## src/rtl/data_mem_responder_pkg.sv

```systemverilog
// Shared types for the data memory responder: FSM state encoding and the 64-bit pmem line.
package data_mem_responder_pkg;

  localparam int unsigned LineW = 64;
  localparam int unsigned WordW = 32;

  typedef logic [LineW-1:0] line_t;

  typedef enum logic [2:0] {
    StIdle,
    StRdReq,
    StWrFill,
    StWrReq,
    StResp
  } dmr_state_t;

  // Select the 32-bit half of a line addressed by byte-address bit 2.
  function automatic logic [WordW-1:0] line_word(line_t line, logic half);
    return half ? line[63:32] : line[31:0];
  endfunction

endpackage

```

## src/rtl/data_mem_responder_byte_merge.sv

```systemverilog
// Combinational byte merge: overlays the enabled bytes of a core word onto one half of a line.
module data_mem_responder_byte_merge
  import data_mem_responder_pkg::*;
(
  input  line_t       line_i,
  input  logic        half_i,
  input  logic [3:0]  mbe_i,
  input  logic [31:0] wdata_i,
  output line_t       merged_o
);

  logic [31:0] word;

  always_comb begin
    word = line_word(line_i, half_i);
    for (int b = 0; b < 4; b++) begin
      if (mbe_i[b]) begin
        word[b*8 +: 8] = wdata_i[b*8 +: 8];
      end
    end
    merged_o = half_i ? {word, line_i[31:0]} : {line_i[63:32], word};
  end

endmodule

```

## src/rtl/data_mem_responder.sv

```systemverilog
// Core data port to 64-bit pmem bridge with read-modify-write for sub-word stores.
// Define DMR_LINE_BUF_EN to add a one-entry write-through line buffer.
module data_mem_responder
  import data_mem_responder_pkg::*;
#(
  parameter int unsigned ADDR_W = 32,
  parameter int unsigned PMEM_W = 64
) (
  input  logic              clk,
  input  logic              rst_n,
  input  logic              data_read,
  input  logic              data_write,
  input  logic [3:0]        data_mbe,
  input  logic [ADDR_W-1:0] data_mem_address,
  input  logic [31:0]       data_mem_wdata,
  output logic              data_mem_resp,
  output logic [31:0]       data_mem_rdata,
  output logic              pmem_read,
  output logic              pmem_write,
  output logic [ADDR_W-1:0] pmem_address,
  output logic [PMEM_W-1:0] pmem_wdata,
  input  logic [PMEM_W-1:0] pmem_rdata,
  input  logic              pmem_resp
);

  dmr_state_t        state_q, state_d;
  logic [ADDR_W-1:2] addr_q, addr_d;
  logic [31:0]       wdata_q, wdata_d;
  logic [3:0]        mbe_q, mbe_d;
  logic              we_q, we_d;
  line_t             line_q, line_d;
  line_t             merged;

  logic unused_addr_lsb;
  assign unused_addr_lsb = ^data_mem_address[1:0];

`ifdef DMR_LINE_BUF_EN
  logic              buf_valid_q, buf_valid_d;
  logic [ADDR_W-1:3] buf_tag_q, buf_tag_d;
  line_t             buf_data_q, buf_data_d;
  logic              buf_hit;

  assign buf_hit = buf_valid_q && (buf_tag_q == data_mem_address[ADDR_W-1:3]);
`endif

  data_mem_responder_byte_merge u_byte_merge (
    .line_i   (line_q),
    .half_i   (addr_q[2]),
    .mbe_i    (mbe_q),
    .wdata_i  (wdata_q),
    .merged_o (merged)
  );

  assign pmem_address = {addr_q[ADDR_W-1:3], 3'b000};

  always_comb begin
    state_d        = state_q;
    addr_d         = addr_q;
    wdata_d        = wdata_q;
    mbe_d          = mbe_q;
    we_d           = we_q;
    line_d         = line_q;
    pmem_read      = 1'b0;
    pmem_write     = 1'b0;
    pmem_wdata     = '0;
    data_mem_resp  = 1'b0;
    data_mem_rdata = '0;
`ifdef DMR_LINE_BUF_EN
    buf_valid_d    = buf_valid_q;
    buf_tag_d      = buf_tag_q;
    buf_data_d     = buf_data_q;
`endif
    unique case (state_q)
      StIdle: begin
        if (data_read || data_write) begin
          addr_d  = data_mem_address[ADDR_W-1:2];
          wdata_d = data_mem_wdata;
          mbe_d   = data_mbe;
          we_d    = data_write;  // read+write together resolves to a write
          if (data_write) begin
            if (data_mbe == 4'b0000) begin
              state_d = StResp;
            end else begin
              state_d = StWrFill;
`ifdef DMR_LINE_BUF_EN
              if (buf_hit) begin
                line_d  = buf_data_q;
                state_d = StWrReq;
              end
`endif
            end
          end else begin
            state_d = StRdReq;
`ifdef DMR_LINE_BUF_EN
            if (buf_hit) begin
              line_d  = buf_data_q;
              state_d = StResp;
            end
`endif
          end
        end
      end
      StRdReq, StWrFill: begin
        pmem_read = 1'b1;
        if (pmem_resp) begin
          line_d  = pmem_rdata;
          state_d = (state_q == StRdReq) ? StResp : StWrReq;
`ifdef DMR_LINE_BUF_EN
          buf_valid_d = 1'b1;
          buf_tag_d   = addr_q[ADDR_W-1:3];
          buf_data_d  = pmem_rdata;
`endif
        end
      end
      StWrReq: begin
        pmem_write = 1'b1;
        pmem_wdata = merged;
        if (pmem_resp) begin
          line_d  = merged;
          state_d = StResp;
`ifdef DMR_LINE_BUF_EN
          buf_valid_d = 1'b1;
          buf_tag_d   = addr_q[ADDR_W-1:3];
          buf_data_d  = merged;
`endif
        end
      end
      StResp: begin
        data_mem_resp  = 1'b1;
        data_mem_rdata = we_q ? 32'h0 : line_word(line_q, addr_q[2]);
        state_d        = StIdle;
      end
      default: state_d = StIdle;
    endcase
  end

  always_ff @(posedge clk) begin
    if (!rst_n) begin
      state_q     <= StIdle;
      addr_q      <= '0;
      wdata_q     <= '0;
      mbe_q       <= '0;
      we_q        <= 1'b0;
      line_q      <= '0;
`ifdef DMR_LINE_BUF_EN
      buf_valid_q <= 1'b0;
      buf_tag_q   <= '0;
      buf_data_q  <= '0;
`endif
    end else begin
      state_q     <= state_d;
      addr_q      <= addr_d;
      wdata_q     <= wdata_d;
      mbe_q       <= mbe_d;
      we_q        <= we_d;
      line_q      <= line_d;
`ifdef DMR_LINE_BUF_EN
      buf_valid_q <= buf_valid_d;
      buf_tag_q   <= buf_tag_d;
      buf_data_q  <= buf_data_d;
`endif
    end
  end

endmodule

```

## config.mk

```make
export PLATFORM = sky130hd
export DESIGN_NAME = data_mem_responder
export DESIGN_NICKNAME = d
export VERILOG_FILES = /design/src/rtl/data_mem_responder_pkg.sv /design/src/rtl/data_mem_responder_byte_merge.sv /design/src/rtl/data_mem_responder.sv
export SDC_FILE = /design/constraint.sdc
export NUM_CORES = 1
export LEC_CHECK = 0
export CORE_MARGIN = 3
export CORE_UTILIZATION = 50
export CTS_BUF_LIST = sky130_fd_sc_hd__clkbuf_8
export DETAILED_ROUTE_END_ITERATION = 10
export PLACE_DENSITY = 0.91
export SLEW_MARGIN = 0
export SYNTH_ARGS = -nofsm -noshare
export SYNTH_HDL_FRONTEND = slang
export SYNTH_SLANG_ARGS = --single-unit
```

## constraint.sdc

```tcl
create_clock -name clk -period 2.57 [get_ports clk]
set_input_delay 0.6425 -clock clk [delete_from_list [all_inputs] [get_ports clk]]
set_output_delay 0.6425 -clock clk [all_outputs]
set_load 0.02 [all_outputs]
```

==> results of run 1 <==
==> final timing paths <==
| check | to | slack (ns) | depth (start not counted) |
|---|---|---|---|
| min reg2reg | addr_q[12] | 0.45 | 2 |
| max reg2reg | line_q[32] | 0.61 | 6 |
| min | addr_q[12] | 0.45 | 2 |
| max | pmem_read | 0.07 | 4 |
==> per-layer routing <==
layer | wire length [um] | up-vias
met5 | 0 | -
met4 | 796 | 0
met3 | 2410 | 62
met2 | 11800 | 425
met1 | 9410 | 3605
li1 | - | 3552
==> sequential cells by signal, summed over array words and instances (netlist names) <==
name / flops
mbe_q: 4
state_q: 3
addr_q: 30
line_q: 64
wdata_q: 32
we_q: 1
==> cell families after synthesis <==
kind of cell	Yosys count	synth area share
AO/OA/AOI/OAI	238	0.259
XOR/XNOR	1	0.00123
buffers and inverters	90	0.0731
flip-flops	134	0.377
multiplexers	64	0.0900
other	1	0.000527
AND/OR/NAND/NOR	353	0.200
==> where the power goes <==
group	leakage [nW]	switching, mW	internal [mW]
Sequential	1.10	0.327	2.49
Combinational	2.45	1.55	1.19
Clock	0.202	0.778	0.748
==> worst max-delay path, cell delays in order (launching register included) <==
cell and delay, ns:
dfxtp_1 0.41, buf_4 0.20, xnor2_1 0.09, nor2_1 0.08, clkdlybuf4s50_1 0.64
==> cell usage after synthesis <==
master,instances
a21boi_0,1
a21boi_1,66
a21oi_1,15
a21oi_2,20
a31oi_1,1
and2_1,2
and2b_1,1
buf_1,4
buf_2,14
buf_4,13
buf_6,15
clkbuf_1,39
clkbuf_2,3
conb_1,1
dfxtp_1,134
inv_1,2
mux2i_1,64
nand2_1,236
nand2b_1,1
nand3_1,32
nor2_1,69
nor2b_1,5
nor2b_2,2
nor3_1,1
nor3_4,1
nor3b_1,1
nor4_1,1
o21ai_0,69
o21ai_1,1
o221a_1,64
o311a_1,1
or2_1,1
xnor2_1,1
==> timing repair <==
item	4_1_cts	5_1_grt
pin swaps	0	0
setup buffers	3	3
resized for setup	171	125
setup endpoints to repair	96	82
==> area by class of cell <==
class | instances | area share
Timing Repair Buffer | 311 | 0.278
Clock inverter | 13 | 0.00794
Sequential cell | 134 | 0.267
Multi-Input combinational cell | 659 | 0.400
Tap cell | 176 | 0.0218
Clock buffer | 18 | 0.0246
Inverter | 2 | 0.000745
==> flow_summary.json, run 1 <==
{
  "status": "completed",
  "grt_pass1_wl_mm": 37.8,
  "antenna_found_initial": 0,
  "synth_cells": 881,
  "synth_area_sq_um": 7120,
  "min_from": "addr_q[12]",
  "power.density_nw_per_um2": 702,
  "cts_root_buffer": "clkbuf_8",
  "diodes": 0,
  "clock_sinks": 134,
  "drtPass1Iterations": 8,
  "post-place-ws_ns": 0.0812,
  "min_path_type": "reg2reg",
  "met2_usage": 0.497,
  "p_total_mw": 7.08,
  "drt-total-wl_mm": 24.5,
  "cts_inserted_buffers": 17,
  "end_kind": "output pin",
  "drtIter0Drc": 655,
  "ctsHoldBuffers": 0,
  "insertion_delay_ns": 0.44,
  "via_count": 7644,
  "fin_setup_tns_ns": 0,
  "synth_area_leader_cell": "dfxtp_1",
  "tightest_slew_ns": 0.632,
  "drv_cap": 0,
  "use_met1": 0.344,
  "holdWs_ns": 0.452,
  "postRouteAntennaNets": 0,
  "top_usage_layer": "met2",
  "cp.arrival_ns": 1.86,
  "r2r_start": "state_q[1]",
  "ys_seq_area_frac": 0.377,
  "port_buffers": 262,
  "cts_tree": "yes",
  "dieArea_sq_um": 15700,
  "grt_overflow": 0,
  "ir_drop_mv": 0.451,
  "required_ns": 1.93,
  "path_clk_slew_ns": 0.07,
  "fin_cells": 1313,
  "grt_max_degree": 66,
  "yosysWarnings": 0,
  "synth_area_per_cell_sq_um": 8.08,
  "core_area_sq_um": 13600,
  "layout-drive-gt1-share": 0.175,
  "routed_via_density": 5.82,
  "clockBufferDepth": 2,
  "gr-usage-all-layers": 0.295,
  "placedCellCount": 1276,
  "grt.met3_usage": 0.0981,
  "grt_pass1_vias": 7386,
  "pin_count": 268,
  "clock-skew-final_ns": 0.00854,
  "dpl_cell_area_sq_um": 9860,
  "die_w_um": 125,
  "synth_area_leaders": "dfxtp_1, nand2_1, o221a_1",
  "fill_cells": 994,
  "syn_to_final_growth_pct": 41.7,
  "gp_congestion": 0.859,
  "wire_per_inst_um": 18.6,
  "ys_ff_latch": 134,
  "drcViolationCount": 0,
  "yosysTopAreaCellShare": 0.377,
  "cp_max_fo": 7,
  "std_cell_rows": 42,
  "ys_types": 33,
  "final_cell_mix": "nand2_1, clkdlybuf4s50_1, dfxtp_1, o21ai_0, a21boi_1",
  "finalCritPeriodShare": 0.973,
  "slew_violations": 0,
  "crit_type": "reg2out",
  "die-height_um": 125,
  "htree_levels": 4,
  "rsz0062_at_grt": "yes",
  "finalCriticalPeriod_ns": 2.50,
  "final_cell_area_sq_um": 10100,
  "start_kind": "flip-flop",
  "regArea_sq_um": 2690,
  "critical_path.startpoint": "state_q[1]",
  "dp_hpwl_mm": 16.5,
  "max_slew_margin": 0.579,
  "setup_viol": 0,
  "max_freq_ghz": 0.400,
  "final_util": 0.744,
  "fin_ws_ns": 0.0699,
  "multi_input_area_sq_um": 4030,
  "start_util": 0.525,
  "nets": 1262,
  "power_leakage_nw": 3.76,
  "hold_viol": 0,
  "layout_commonest_cell": "nand2_1"
}
(Power assumes the default switching activity.)
==> run 2, diff against run 1 <==
--- a/config.mk
+++ b/config.mk
@@ -6,10 +6,11 @@
 export NUM_CORES = 1
 export LEC_CHECK = 0
 export CORE_MARGIN = 3
-export CORE_UTILIZATION = 50
+export CORE_UTILIZATION = 61
 export CTS_BUF_LIST = sky130_fd_sc_hd__clkbuf_8
 export DETAILED_ROUTE_END_ITERATION = 10
-export PLACE_DENSITY = 0.91
+export DONT_BUFFER_PORTS = 1
+export PLACE_DENSITY = 0.79
 export SLEW_MARGIN = 0
 export SYNTH_ARGS = -nofsm -noshare
 export SYNTH_HDL_FRONTEND = slang
==> flow_summary.json, run 2 (synthesized netlist as in run 1, its figures left out) <==
{
  "status": "completed",
  "dpl_cell_area_sq_um": 7440,
  "path_buf_inv": 2,
  "max_slew_margin": 0.485,
  "cts_tree": "yes",
  "rsz0062_at_grt": "no",
  "fin_setup_tns_ns": 0,
  "dp_hpwl_mm": 14.1,
  "clockBufferDepth": 2,
  "final_cell_area_sq_um": 7890,
  "start_kind": "flip-flop",
  "setup_viol": 0,
  "layout_commonest_cell": "nand2_1",
  "die-height_um": 114,
  "end_kind": "output pin",
  "final_cell_mix": "nand2_1, dfxtp_1, buf_4, o21ai_0, a21boi_1",
  "syn_to_final_growth_pct": 10.9,
  "regArea_sq_um": 2690,
  "hold_viol": 0,
  "gp_congestion": 0.901,
  "start_util": 0.640,
  "path_clk_slew_ns": 0.08,
  "use_met1": 0.371,
  "r2r_slack_ns": 0.72,
  "path_cells": "nor2b_2 > nand2_2 > buf_12 > a21oi_1 > buf_4",
  "multi_input_area_sq_um": 3980,
  "finalCriticalPeriod_ns": 2.53,
  "cts_root_buffer": "clkbuf_8",
  "clock_sinks": 134,
  "cp_max_fo": 65,
  "largest_register_ffs": 64,
  "reg_top3": "line_q (64), wdata_q (32), addr_q (30)",
  "port_buffers": 0,
  "layout-drive-gt1-share": 0.167,
  "std_cell_rows": 38,
  "r2r_start": "state_q[0]",
  "htree_levels": 4,
  "clock-skew-final_ns": 0.0129,
  "gr-usage-all-layers": 0.323,
  "holdPathStages": 2,
  "grt.met3_usage": 0.119,
  "drtPass1Iterations": 5,
  "drcViolationCount": 0,
  "min_from": "data_mbe[3]",
  "drt-total-wl_mm": 21.6,
  "pin_count": 268,
  "dieArea_sq_um": 13000,
  "r2r_cells": 6,
  "cp_top_family": "buffers and inverters",
  "required_ns": 1.93,
  "regMostFlops": "line_q",
  "grt_pass1_wl_mm": 33.8,
  "min_path_type": "in2reg",
  "slowest_stage": "dfxtp_2",
  "routed_via_density": 6.41,
  "grt_overflow": 0,
  "finalCritPeriodShare": 0.985,
  "hold_end": "mbe_q[3]",
  "grt_pass1_vias": 6836,
  "critical_path.startpoint": "state_q[2]",
  "core_area_sq_um": 11100,
  "insertion_delay_ns": 0.45,
  "antenna_found_initial": 1,
  "power.density_nw_per_um2": 870,
  "cp.arrival_ns": 1.89,
  "post_cts_buffers": 0,
  "drtIter0Drc": 580,
  "cts_inserted_buffers": 17,
  "wire_per_inst_um": 20.7,
  "die_w_um": 114,
  "r2r-end": "addr_q[2]",
  "drv_cap": 0,
  "slew_violations": 0,
  "grt_max_degree": 135,
  "fill_cells": 911,
  "crit_type": "reg2out",
  "max_stage_delay_ns": 0.40,
  "tightest_slew_ns": 0.773,
  "postRouteAntennaNets": 0,
  "via_count": 6699,
  "power_leakage_nw": 2.81,
  "top_usage_layer": "met2",
  "max_freq_ghz": 0.395,
  "ir_drop_mv": 0.878,
  "met2_usage": 0.539,
  "nets": 1028
}
[run 2: cell count changes in the layout (fill, tap and decap cells not counted), sizes merged]
cell | before | now
clkbuf | 63 | 18
diode | 0 | 1
clkinvlp | 0 | 2
inv | 10 | 8
dlygate4sd2 | 5 | 0
buf | 58 | 77
clkdlybuf4s50 | 164 | 0
clkinv | 4 | 3
clkdlybuf4s15 | 39 | 0
bufinv | 1 | 3
[run 2: routing by layer]
metal	share of wire	up-vias
met4	0.023	0
met2	0.49	412
met1	0.37	3163
met5	0	-
met3	0.11	55
li1	-	3069
[run 2: power by group]
group / internal, mW / leakage, nW / switching, mW / total [mW]
registers: 2.48 / 1.10 / 0.451 / 2.93
clock network: 0.994 / 0.212 / 0.885 / 1.88
logic: 0.772 / 1.50 / 1.28 / 2.05
total: 4.25 / 2.81 / 2.62 / 6.87
[run 2: stage by stage]
stage	power (mW)	utilization	worst slack (ns)	hold WS, ns	cells
finish	6.87	0.709	0.0388	0.312	1045
global route	7.24	0.709	0.00730	0.282	1045
CTS	6.86	0.708	0.000836	0.292	1044
detailed placement	4.99	0.669	0.410	0.460	1012
global placement	4.86	0.669	0.434	0.446	1012
floorplan	4.56	-	0.458	0.438	883
[run 2: area by class of cell]
class / count / area share
diodes: 1 / 0.000317
multi-input cells: 659 / 0.504
flip-flops and latches: 134 / 0.341
inverters: 2 / 0.000951
repair buffers: 77 / 0.0785
well taps: 140 / 0.0222
clock buffers: 18 / 0.0314
clock inverters: 14 / 0.0217
[run 2: worst max path at each step]
stage / end / cells after the start
after floorplan: data_mem_rdata[10] / 6
after global placement: pmem_wdata[55] / 5
after detailed placement: pmem_wdata[55] / 5
after CTS: pmem_wdata[7] / 4
after global routing: pmem_wdata[11] / 5
final: pmem_wdata[33] / 5
[run 2: timing repair]
| item | CTS | global route |
|---|---|---|
| setup endpoints to repair | 18 | 16 |
| hold buffers | 0 | 0 |
| cloned | 0 | 0 |
| gates resized for setup | 10 | 4 |
